===== src/rtl/input_unit.sv =====
// Router input unit: credit-flow-controlled circular flit FIFO with head-of-line
// route decode, registered credit return and a sticky overflow flag.
module input_unit #(
  parameter int DATA_WIDTH = 32,
  parameter int DEPTH      = 4
) (
  input  logic                           clk,
  input  logic                           rst,
  input  logic [DATA_WIDTH-1:0]          in_data,
  input  logic                           in_data_valid,
  output logic                           credit_out,
  output logic [DATA_WIDTH-1:0]          head_data,
  output logic                           head_valid,
  output logic [3:0]                     route_req,
  input  logic                           grant,
  output logic [$clog2(DEPTH+1)-1:0]     occupancy,
  output logic                           overflow_err
);

  localparam int CW = $clog2(DEPTH + 1);
  localparam int AW = (DEPTH > 1) ? $clog2(DEPTH) : 1;
  localparam logic [CW-1:0] FULL_C = CW'(DEPTH);
  localparam logic [AW-1:0] LAST_C = AW'(DEPTH - 1);

  logic [DATA_WIDTH-1:0] mem_q [DEPTH];
  logic [AW-1:0]         rd_ptr_q, rd_ptr_d;
  logic [AW-1:0]         wr_ptr_q, wr_ptr_d;
  logic [CW-1:0]         count_q, count_d;
  logic                  credit_q;
  logic                  ovf_q, ovf_d;
  logic                  rd_en, wr_en;
  logic [1:0]            route_code;

  // A full buffer still accepts a write when the head leaves on the same edge.
  always_comb begin
    rd_en    = grant && (count_q != '0);
    wr_en    = in_data_valid && ((count_q != FULL_C) || rd_en);
    rd_ptr_d = rd_ptr_q;
    wr_ptr_d = wr_ptr_q;
    count_d  = count_q;
    if (rd_en) rd_ptr_d = (rd_ptr_q == LAST_C) ? '0 : rd_ptr_q + AW'(1);
    if (wr_en) wr_ptr_d = (wr_ptr_q == LAST_C) ? '0 : wr_ptr_q + AW'(1);
    if (wr_en && !rd_en)      count_d = count_q + CW'(1);
    else if (rd_en && !wr_en) count_d = count_q - CW'(1);
    ovf_d = ovf_q | (in_data_valid & ~wr_en);
  end

  always_ff @(posedge clk or negedge rst) begin
    if (!rst) begin
      rd_ptr_q <= '0;
      wr_ptr_q <= '0;
      count_q  <= '0;
      credit_q <= 1'b0;
      ovf_q    <= 1'b0;
    end else begin
      rd_ptr_q <= rd_ptr_d;
      wr_ptr_q <= wr_ptr_d;
      count_q  <= count_d;
      credit_q <= rd_en;
      ovf_q    <= ovf_d;
    end
  end

  // Storage needs no reset: the head is masked whenever the count is zero.
  always_ff @(posedge clk) begin
    if (wr_en) mem_q[wr_ptr_q] <= in_data;
  end

  always_comb begin
    head_valid = (count_q != '0);
    head_data  = head_valid ? mem_q[rd_ptr_q] : '0;
    route_code = head_data[DATA_WIDTH-1 -: 2];
    route_req  = 4'b0000;
    if (head_valid) begin
      case (route_code)
        2'd0:    route_req = 4'b0001;
        2'd1:    route_req = 4'b0010;
        2'd2:    route_req = 4'b0100;
        default: route_req = 4'b1000;
      endcase
    end
  end

  assign credit_out   = credit_q;
  assign occupancy    = count_q;
  assign overflow_err = ovf_q;

endmodule


===== config.mk =====
export PLATFORM = sky130hd
export DESIGN_NAME = input_unit
export DESIGN_NICKNAME = d
export VERILOG_FILES = /design/src/rtl/input_unit.sv
export SDC_FILE = /design/constraint.sdc
export NUM_CORES = 1
export LEC_CHECK = 0
export ABC_AREA = 0
export BUFFER_PORTS_ARGS = -buffer_cell sky130_fd_sc_hd__buf_2
export CORE_UTILIZATION = 56
export DETAILED_ROUTE_END_ITERATION = 6
export HOLD_SLACK_MARGIN = 0.05
export PLACE_DENSITY = 0.8
export SLEW_MARGIN = 20
export SYNTH_ARGS = -nofsm -noshare
export SYNTH_HDL_FRONTEND = slang
export SYNTH_SLANG_ARGS = --single-unit

===== constraint.sdc =====
create_clock -name clk -period 2.75 [get_ports clk]
set_input_delay 0.1375 -clock clk [delete_from_list [all_inputs] [get_ports clk]]
set_output_delay 0.1375 -clock clk [all_outputs]
set_load 0.03 [all_outputs]

==> results of run 1 <==
registers in the layout, summed over array words and instances, names as in the netlist:
signal / flops
mem_q: 128
rd_ptr_q: 2
credit_out: 1
occupancy: 3
wr_ptr_q: 2
overflow_err: 1
layout make-up:
type                            count  share of cell area, %
Inverter                            5                 0.2674
Multi-Input combinational cell    105                  17.81
Timing Repair Buffer              122                  12.52
Sequential cell                   137                  58.01
Clock inverter                     14                  3.138
Tap cell                          129                  2.300
Clock buffer                       18                  5.955
timing repair:
action                                  4_1_cts  5_1_grt
hold buffers                                 37        0
endpoints found under the setup margin        0        0
hold endpoints to repair                    139        0
gates resized for setup                       0        0
where the power goes:
| part | internal (mW) | leakage, nW | total [mW] | switching [mW] |
|---|---|---|---|---|
| Combinational | 1.29 | 0.977 | 3.20 | 1.91 |
| Clock | 1.57 | 0.310 | 2.40 | 0.826 |
| Sequential | 2.76 | 1.28 | 3.00 | 0.244 |
stage by stage:
step           power (mW)  worst slack (ps)  area [µm²]  instances  utilization, %
6_report            8.605             297.2        7018        530           75.59
5_1_grt             8.977             182.3        7018        530           75.59
4_1_cts             8.681             251.1        7018        530           75.59
3_5_place_dp        6.194             567.8        6010        461           64.73
3_3_place_gp        6.130             652.6        6010        461           64.73
2_1_floorplan       5.308             486.0        5411        259               -
routing by layer:
layer  up-vias  global-route usage (%)  share of wire, %
li1       1291                       -                 -
met1      1415                   26.34                43
met2        99                   35.72                51
met3        14                   5.919               4.8
met4         0                   9.253               1.3
met5         -                       0                 0
path summary, 6_finish.rpt:
check / start / endpoint / slack [ps] / cells past startpoint
max: rd_ptr_q[1]$_DFFE_PN0P_ / head_data[27] / 300 / 4
min: in_data[20] / mem_q[3][20]$_DFFE_PP_ / 370 / 2
max reg2reg: occupancy[2]$_DFFE_PN0P_ / occupancy[2]$_DFFE_PN0P_ / 530 / 8
min reg2reg: occupancy[2]$_DFFE_PN0P_ / occupancy[2]$_DFFE_PN0P_ / 540 / 1
max in group asynchronous: rst / rd_ptr_q[0]$_DFFE_PN0P_ / 1820 / 3
min in group asynchronous: rst / wr_ptr_q[1]$_DFFE_PN0P_ / 610 / 3
placed cells by master, fill, tap and decap left out, types with 6 or more instances in the layout:
cell / instances
sky130_fd_sc_hd__dfrtp_1: 7
sky130_fd_sc_hd__mux2_2: 6
sky130_fd_sc_hd__ha_1: 6
sky130_fd_sc_hd__buf_2: 77
sky130_fd_sc_hd__clkbuf_16: 16
sky130_fd_sc_hd__and2_1: 30
sky130_fd_sc_hd__edfxtp_1: 128
sky130_fd_sc_hd__mux4_2: 30
sky130_fd_sc_hd__dlygate4sd3_1: 37
kinds of logic after synthesis:
| logic type | count (synthesis) |
|---|---|
| buffers and inverters | 17 |
| muxes | 39 |
| and+or+nand+nor | 50 |
| DFF | 137 |
| xor gates and xnor gates | 3 |
| adders and majority gates | 7 |
| AOI/OAI and AO/OA | 6 |
critical path: cells and delay by family (launching register included):
kind | cells | cell delay (ps)
muxes | 1 | 340
and+or+nand+nor | 1 | 190
DFF | 1 | 750
buffers and inverters | 2 | 520
==> summary.txt, run 1 <==
Die
  – Initial Utilization: between 50% and 60%
  – Area inside the core boundary: between 9000 and 10000 µm²
  – Boundary Pins: 78
  – Die outline area: 10060 µm²
  – Number of cell rows: 35
  – Die height: roughly 100 µm
  – Width of the chip: approximately 100 µm

GRT
  – Global route overflow: 0
  – Pin count of the biggest net entering global routing: 36
  – Vias in the first global route: 2984
  – Initial antenna violation count: 0
  – Overall Global Routing Usage: between 20% and 30%
  – Global-route wire length before repair: about 15 mm

Timing
  – Max-Slew Margin vs Limit: 59.83%
  – Max Clock Freq: 407.7 MHz
  – Hold violation total from the final report: 0
  – Actual transition at the worst max-transition pin: roughly 600 ps
  – Count of endpoints failing setup in the final report: 0
  – Hold Worst Slack: 374.4 ps
  – Post-route clock skew: ~8.7 ps
  – Clock period minus worst slack: between 2000 and 2500 ps
  – Setup repair after global routing missed its margin: false
  – Share of the clock period used by the worst path: 89.19%
  – Sum Neg Setup Slack: 0 ps
  – Number of pins exceeding their max-slew limit in the final report: 0

Finish
  – Number of fill cells in the layout: 530
  – Fraction of layout cells with a size suffix above 1: 40.15%
  – Total area of multi-input combinational cells: 1250 µm²
  – Diodes inserted: 0
  – Synth-to-Final Area Change: 29.69%
  – Storage element area: ~4000 µm²
  – Post-layout nets: approximately 430

Synthesis
  – Dominant synthesized flop cell: sky130_fd_sc_hd__edfxtp_1
  – Main combinational cell family by area after synthesis: multiplexers
  – Share of synthesized area spent on multiplexers: between 10 and 15%
  – Count leader, synth: sky130_fd_sc_hd__edfxtp_1
  – Instance count of the mapped netlist: 259
  – Portion of the post-synthesis area used by sequential elements: about 75%
  – Synth Area in XOR/XNOR: 0.4855%
  – Count of synthesis-stage warnings from yosys: 0
  – Count of different cell masters after synthesis: 28
  – Number of flops mapped to enable cells by yosys: 128
  – Cell taking the most area after synthesis: sky130_fd_sc_hd__edfxtp_1
  – Top area cells in the synthesized netlist: sky130_fd_sc_hd__edfxtp_1 (71%), sky130_fd_sc_hd__mux4_2 (12%), sky130_fd_sc_hd__dfrtp_1 (4.2%)
  – Area share of and/or/nand/nor cells after synthesis: 5.642%
  – Net count of the mapped netlist: approximately 300
  – Adder-cell area share of the yosys netlist: under 10%
  – FF+latch count, synth: approximately 140
  – Mapped Avg Cell Area: 20.89 µm²
  – Area share of the largest cell type after synthesis: slightly above 70%
  – Post-Syn Area: 5411 µm²
  – Leading cell types by count after synthesis: sky130_fd_sc_hd__edfxtp_1 (128), sky130_fd_sc_hd__and2_1 (34), sky130_fd_sc_hd__mux4_2 (30), sky130_fd_sc_hd__dfrtp_1 (9)
  – Share of synthesized registers carrying an async set or reset: ~6.6%
  – Post-synthesis compound-gate area fraction: 0.8324%

Routing
  – Detailed-route wire length: roughly 9.7 mm
  – Total via count in the routed design: roughly 2800
  – Antenna violation net count after detailed routing: 0
  – Per-cell via count in the routed design: around 5.3
  – Drt first pass iters: 4
  – Drt first-iter violations: 154
  – Routed len/inst: roughly 18 µm
  – DRC violation count after routing: 0

Setup path
  – Library cell contributing the largest single delay on the critical path: sky130_fd_sc_hd__dfrtp_2
  – Largest incremental delay on the critical path: about 750 ps
  – Required time of the critical path: 2610 ps
  – Crit. End Element: output pin
  – Worst-path fanout max: 24
  – Critical path cell sequence: buf_4 -> mux4_2 -> and2_1 -> buf_2
  – Arr. time, crit path: around 2300 ps
  – Critical path start-end classification: flip-flop to output pin
  – Critical path startpoint category: flip-flop

Power and ir drop
  – Worst vdd ir: around 1.1 mV
  – Leak pwr: 2.563 nW
  – Total power density per cell area: about 1200 nW/µm²

Min path
  – Hold Crit Class: primary input to flip-flop

CTS
  – Clock latency on the worst-skew pair: between 500 and 600 ps
  – Clock buffer count from CTS: 17
  – Clock sinks: 137
  – Post-CTS setup buffer count: 0
  – Clk Tree Root Cell: sky130_fd_sc_hd__clkbuf_8
  – Clock tree from TritonCTS: built
  – CTS H-tree depth: 4
  – Maximum clock path buffer count: 2
  – Clock slew at the register clock pins of the worst setup and hold paths: around 60 ps

Place
  – # port buffers: between 70 and 80
  – Total half-perimeter wirelength after legalization and detailed placement: roughly 5.6 mm
  – GP Congestion: 0.7632

Status
  – Outcome: finished, final reports clean

Job
  – Count of max-cap constraint violations: 0
(Power assumes the default switching activity.)
==> inputs of run 2 (changes only) <==
CORE_UTILIZATION = 59   (was 56)
CTS_BUF_LIST = sky130_fd_sc_hd__clkbuf_2   (was default)
PLACE_DENSITY = 0.84   (was 0.8)
==> run 2 against run 1 <==
Compared with the run above: the run now ends with DRC left; clock-buffer cell count stayed put; routed wire length up 2.9%; non-clock buffer count increased by 6; design area is 6.2% lower.
==> summary.txt, run 2 (synthesized netlist as in run 1, its figures left out) <==
Status
  – Outcome: complete, but fails checks
  – Violations in the final reports: DRC

Place
  – DP Worst Slack: 552.6 ps (-15.17 ps)
  – # port buffers: 77 (unchanged)
  – Total half-perimeter wirelength after legalization and detailed placement: 5.767 mm (+2.7%)
  – GP Congestion: 0.7578 (-0.71%)

Setup path
  – Critical path startpoint category: flip-flop
  – Critical path start-end classification: flip-flop to output pin
  – Required time of the critical path: 2610 ps (about the same)
  – Largest incremental delay on the critical path: 630 ps (-120 ps)
  – Crit. End Element: output pin
  – Arr. time, crit path: 2350 ps (+30 ps)
  – Flop-to-flop setup slack: 490 ps (-40 ps)
  – Count of buffering cells on the critical path with inverters included: 1 (-1)
  – Worst-path fanout max: 19 (-21%)
  – Worst path top cell family by delay: flip-flops
  – Library cell contributing the largest single delay on the critical path: sky130_fd_sc_hd__dfrtp_4
  – Critical path cell sequence: mux2_2 -> nand2b_1 -> o32ai_1 -> buf_2

Routing
  – DRC violation count after routing: 9 (+9)
  – Total via count in the routed design: 2915 (+3.4%)
  – Drt first-iter violations: 134 (-13%)
  – Routed len/inst: 19.45 µm (+5.9%)
  – Antenna violation net count after detailed routing: 0 (unchanged)
  – Per-cell via count in the routed design: 5.660 (+6.4%)
  – Detailed-route wire length: 10.02 mm (+2.9%)
  – Drt first pass iters: 6 (+2)

GRT
  – Vias in the first global route: 3094 (+3.7%)
  – Global route overflow: 0 (unchanged)
  – Busiest layer in global routing: met2
  – Global-route met1 utilization: 29.39% (+3.0 points)
  – Overall Global Routing Usage: 22.91% (+1.6 points)
  – Initial antenna violation count: 0 (unchanged)
  – Pin count of the biggest net entering global routing: 36 (unchanged)
  – Met2 routing resource usage after global routing: 37.48% (+1.8 points)
  – Global-route wire length before repair: 15.86 mm (+4.5%)
  – GRT met3 Usage: 6.586% (+0.67 points)

Finish
  – Post-layout nets: 437 (+1.4%)
  – Largest reg by FF count: mem_q
  – Synth-to-Final Area Change: 21.62%
  – Number of flip-flops in the largest register: 128 (unchanged)
  – Commonest non-fill, non-tap cell in the layout: sky130_fd_sc_hd__edfxtp_1
  – Most frequent cells in the layout: sky130_fd_sc_hd__edfxtp_1 (128), sky130_fd_sc_hd__buf_2 (77), sky130_fd_sc_hd__dlygate4sd3_1 (37)
  – Diodes inserted: 0 (unchanged)
  – Fraction of layout cells with a size suffix above 1: 41.03% (+0.88 points)
  – Final core occ: 74.74% (-0.86 points)

Power and ir drop
  – Total power density per cell area: 1111 nW/µm² (-9.4%)
  – Total power: 7.314 mW (-15%)
  – Leak pwr: 2.394 nW (-6.6%)
  – Worst vdd ir: 0.7175 mV (-35%)

CTS
  – Clock sinks: 137 (unchanged)
  – Clock slew at the register clock pins of the worst setup and hold paths: 210 ps (+150 ps)
  – Clock tree from TritonCTS: built
  – CTS H-tree depth: 4 (unchanged)
  – Clock buffer count from CTS: 17 (unchanged)
  – Clk Tree Root Cell: sky130_fd_sc_hd__clkbuf_2
  – Clock latency on the worst-skew pair: 630 ps (+120 ps)
  – Maximum clock path buffer count: 2 (unchanged)

Timing
  – Max-Slew Margin vs Limit: 66.82% (+7.0 points)
  – Setup ws final: 258.1 ps (-39.14 ps)
  – Count of endpoints failing setup in the final report: 0 (unchanged)
  – Setup repair after global routing missed its margin: false
  – Max Clock Freq: 401.3 MHz (-1.6%)
  – Share of the clock period used by the worst path: 90.62% (+1.4 points)
  – Hold violation total from the final report: 0 (unchanged)
  – Number of pins exceeding their max-slew limit in the final report: 0 (unchanged)
  – Clock period minus worst slack: 2492 ps (+39.14 ps)
  – Hold Worst Slack: 238.0 ps (-136.5 ps)
  – Actual transition at the worst max-transition pin: 497.7 ps (-104.9 ps)
  – Post-route clock skew: 26.54 ps (+17.89 ps)
  – Sum Neg Setup Slack: 0 ps (unchanged)

Die
  – Die outline area: 9559 µm² (-5.0%)
  – Area inside the core boundary: 8806 µm² (-5.1%)
  – Number of cell rows: 34 (-2.9%)
  – Boundary Pins: 78 (unchanged)
  – Initial Utilization: 61.45% (+3.2 points)
  – Width of the chip: 97.77 µm (-2.5%)
  – Die height: 97.77 µm (-2.5%)

Job
  – Count of max-cap constraint violations: 0 (unchanged)

Min path
  – Hold Crit Class: primary input to flip-flop
==> run 2: cell count changes in the layout (fill, tap and decap cells not counted), moves of 2 or more <==
cell,change
sky130_fd_sc_hd__clkbuf_16,-16
sky130_fd_sc_hd__dfrtp_4,+2
sky130_fd_sc_hd__clkbuf_2,+18
sky130_fd_sc_hd__buf_12,-3
sky130_fd_sc_hd__clkinvlp_4,+4
sky130_fd_sc_hd__bufinv_16,-4
sky130_fd_sc_hd__buf_4,+9
sky130_fd_sc_hd__dfrtp_2,-2
==> run 2: layout make-up <==
class                   count  area (µm²)
clock inverters            14       125.1
inverters                   5       18.77
clock buffers              18       90.09
multi-input cells         105        1250
flip-flops and latches    137        4076
fillers                   500        2225
repair buffers            128       885.9
well taps                 108       135.1
==> run 2: power breakdown <==
part           internal (mW)  switching, mW  total (mW)
logic                   1.31           1.96        3.27
clock network          0.331          0.742        1.07
registers               2.76          0.214        2.97
total                   4.40           2.92        7.31
==> run 2: per-layer routing <==
| metal | part of all wire (%) | vias to the layer above |
|---|---|---|
| met1 | 41 | 1498 |
| met4 | 1.3 | 0 |
| met3 | 5.4 | 11 |
| met5 | 0 | - |
| met2 | 52 | 110 |
| li1 | - | 1296 |
==> run 2: worst register-to-register path, cell delays in order, from the launching register on <==
cell and delay (ps):
sky130_fd_sc_hd__dfrtp_1 470, sky130_fd_sc_hd__nor4b_2 190, sky130_fd_sc_hd__nor2b_1 390, sky130_fd_sc_hd__ha_1 290
sky130_fd_sc_hd__inv_1 60, sky130_fd_sc_hd__fa_1 370, sky130_fd_sc_hd__xor2_1 170, sky130_fd_sc_hd__nor2_1 110
sky130_fd_sc_hd__xor2_1 150
==> run 2: path summary, 6_finish.rpt <==
| check | start | to | cells after the start |
|---|---|---|---|
| setup / recovery | rd_ptr_q[1]$_DFFE_PN0P_ | route_req[2] | 4 |
| hold / removal | in_data[15] | mem_q[1][15]$_DFFE_PP_ | 2 |
| setup reg to reg | occupancy[2]$_DFFE_PN0P_ | occupancy[2]$_DFFE_PN0P_ | 8 |
| hold reg to reg | occupancy[2]$_DFFE_PN0P_ | occupancy[2]$_DFFE_PN0P_ | 1 |
| max in group asynchronous | rst | rd_ptr_q[1]$_DFFE_PN0P_ | 3 |
| min in group asynchronous | rst | occupancy[1]$_DFFE_PN0P_ | 3 |
==> run 2: through the flow <==
| stage | std cells | instance area (µm²) |
|---|---|---|
| after floorplan | 259 | 5411 |
| after global placement | 440 | 5946 |
| after detailed placement | 440 | 5946 |
| after CTS | 509 | 6534 |
| after global routing | 515 | 6581 |
| final | 515 | 6581 |
==> run 2: what timing repair did <==
item	in CTS	in global routing
buffers inserted	0	6
hold buffers	37	0
gates resized for setup	1	1
setup endpoints to repair	11	5
endpoints found under the hold margin	144	0
==> inputs of run 3 (changes only) <==
CORE_UTILIZATION = 55   (was 59)
PLACE_DENSITY = 0.79   (was 0.84)
==> run 3 against run 2 <==
Compared with the run above: core utilization shrank 3.2 points; routed wire length shrank 1.1%; global-route usage shrank 1.7 points; sequential share of layout area shrank 1.2 points; final cell count grew 3.3%; setup slack lost 29 ps; power grew 4.4%; combinational power shrank 2%; fmax shrank 1.1%; design area grew 1.8%; critical endpoint is now head_data[26]; the flow now finishes without violations.
==> summary.txt, run 3 (synthesized netlist as in run 1, its figures left out) <==
Timing
  – Clock period minus worst slack: 2521 ps (+28.79 ps)
  – Number of pins exceeding their max-slew limit in the final report: 0 (unchanged)
  – Setup repair after global routing missed its margin: false
  – Max-Slew Margin vs Limit: 71.33% (+4.5 points)
  – Max Clock Freq: 396.7 MHz (-1.1%)
  – Count of endpoints failing setup in the final report: 0 (unchanged)
  – Sum Neg Setup Slack: 0 ps (unchanged)
  – Actual transition at the worst max-transition pin: 428.7 ps (-69.00 ps)
  – Post-route clock skew: 35.92 ps (+9.380 ps)
  – Share of the clock period used by the worst path: 91.66% (+1.0 points)
  – Hold violation total from the final report: 0 (unchanged)

GRT
  – Global-route wire length before repair: 15.34 mm (-3.3%)
  – Global route overflow: 0 (unchanged)
  – Initial antenna violation count: 0 (unchanged)
  – Pin count of the biggest net entering global routing: 36 (unchanged)
  – Vias in the first global route: 3014 (-2.6%)
  – Overall Global Routing Usage: 21.24% (-1.7 points)

Finish
  – Commonest non-fill, non-tap cell in the layout: sky130_fd_sc_hd__edfxtp_1
  – Synth-to-Final Area Change: 23.86%
  – Most frequent cells in the layout: sky130_fd_sc_hd__edfxtp_1 (128), sky130_fd_sc_hd__buf_2 (77), sky130_fd_sc_hd__dlygate4sd3_1 (37)
  – Number of flip-flops in the largest register: 128 (unchanged)
  – Fraction of layout cells with a size suffix above 1: 40.69% (-0.34 points)
  – Diodes inserted: 0 (unchanged)
  – Post-layout nets: 433 (-0.92%)
  – Final core occ: 71.52% (-3.2 points)
  – Largest reg by FF count: mem_q

CTS
  – Clock tree from TritonCTS: built
  – Clock slew at the register clock pins of the worst setup and hold paths: 210 ps (about the same)
  – Maximum clock path buffer count: 2 (unchanged)
  – Clock sinks: 137 (unchanged)
  – Clock latency on the worst-skew pair: 630 ps (about the same)
  – Clk Tree Root Cell: sky130_fd_sc_hd__clkbuf_2
  – CTS H-tree depth: 4 (unchanged)
  – Clock buffer count from CTS: 17 (unchanged)

Routing
  – Drt first pass iters: 5 (-1)
  – Drt first-iter violations: 175 (+31%)
  – Antenna violation net count after detailed routing: 0 (unchanged)
  – DRC violation count after routing: 0 (-9)
  – Per-cell via count in the routed design: 5.318 (-6.1%)
  – Total via count in the routed design: 2829 (-3.0%)
  – Routed len/inst: 18.63 µm (-4.3%)
  – Detailed-route wire length: 9.909 mm (-1.1%)

Status
  – Outcome: finished, final reports clean

Setup path
  – Critical path start-end classification: flip-flop to output pin
  – Arr. time, crit path: 2380 ps (+30 ps)
  – Crit Reg-Reg Startpoint: occupancy[1]$_DFFE_PN0P_
  – Worst-path fanout max: 23 (+4)
  – Source of the critical timing path: rd_ptr_q[1]$_DFFE_PN0P_
  – Critical path startpoint category: flip-flop
  – Required time of the critical path: 2610 ps (about the same)
  – Crit. End Element: output pin

Place
  – # port buffers: 77 (unchanged)
  – Total half-perimeter wirelength after legalization and detailed placement: 5.849 mm (+1.4%)
  – GP Congestion: 0.7529 (-0.65%)

Die
  – Die outline area: 10240 µm² (+7.1%)
  – Area inside the core boundary: 9371 µm² (+6.4%)
  – Width of the chip: 101.2 µm (+3.5%)
  – Number of cell rows: 35 (+2.9%)
  – Initial Utilization: 57.74% (-3.7 points)
  – Die height: 101.2 µm (+3.5%)
  – Boundary Pins: 78 (unchanged)

Power and ir drop
  – Leak pwr: 2.441 nW (+2.0%)
  – Worst vdd ir: 0.7392 mV (+3.0%)
  – Total power density per cell area: 1139 nW/µm² (+2.5%)

Min path
  – Start point of the worst min-delay path: in_data[0]
  – Hold Crit Class: primary input to flip-flop

Job
  – Count of max-cap constraint violations: 0 (unchanged)
## run 3: stage by stage
| stage | worst slack (ps) | area [µm²] | power, mW | hold slack (ps) | instances |
|---|---|---|---|---|---|
| after floorplan | 486.0 | 5411 | 5.308 | -158.1 | 259 |
| after global placement | 570.4 | 6005 | 6.111 | 3.769 | 462 |
| after detailed placement | 521.2 | 6005 | 6.191 | 2.831 | 462 |
| after CTS | 137.0 | 6703 | 7.698 | 150.7 | 532 |
| after global routing | 46.01 | 6703 | 8.033 | 144.7 | 532 |
| final | 229.3 | 6703 | 7.635 | 221.2 | 532 |
## run 3: power by group
group	total (mW)	leakage, nW	switching, mW	internal [mW]
Combinational	3.22	0.985	1.93	1.30
Clock	1.43	0.180	0.718	0.707
Sequential	2.99	1.28	0.232	2.75
## run 3: critical path, stage by stage (launching register included)
cell and delay, ps:
sky130_fd_sc_hd__dfrtp_2 620, sky130_fd_sc_hd__buf_4 400, sky130_fd_sc_hd__mux4_2 350, sky130_fd_sc_hd__and2_1 190, sky130_fd_sc_hd__buf_2 180
## run 3: layout make-up
cell class / instances / area [µm²]
clock inverters: 13 / 215.2
flip-flops and latches: 137 / 4074
clock buffers: 19 / 95.09
multi-input cells: 105 / 1250
fillers: 618 / 2669
repair buffers: 124 / 888.4
well taps: 129 / 161.4
inverters: 5 / 18.77
## run 3: final timing paths
| kind | cells past startpoint | end | slack [ps] |
|---|---|---|---|
| worst max-delay path | 4 | head_data[26] | 230 |
| worst min-delay path | 2 | mem_q[0][0]$_DFFE_PP_ | 220 |
| worst max register to register | 9 | occupancy[2]$_DFFE_PN0P_ | 500 |
| worst min register to register | 1 | occupancy[2]$_DFFE_PN0P_ | 550 |
| max in group asynchronous | 3 | rd_ptr_q[0]$_DFFE_PN0P_ | 1940 |
| min in group asynchronous | 3 | credit_out$_DFF_PN0_ | 470 |
## run 3: per-layer routing
layer	wire (µm)	track usage, %
met5	0	0
met4	72	8.361
met3	568	6.004
met2	5136	36.26
met1	4132	25.88
## run 3: timing repair
| item | 4_1_cts | 5_1_grt |
|---|---|---|
| resized for setup | 1 | 0 |
| hold buffers | 37 | 0 |
| endpoints found under the setup margin | 12 | 0 |
| buffers inserted | 1 | 0 |
| hold endpoints to repair | 144 | 0 |
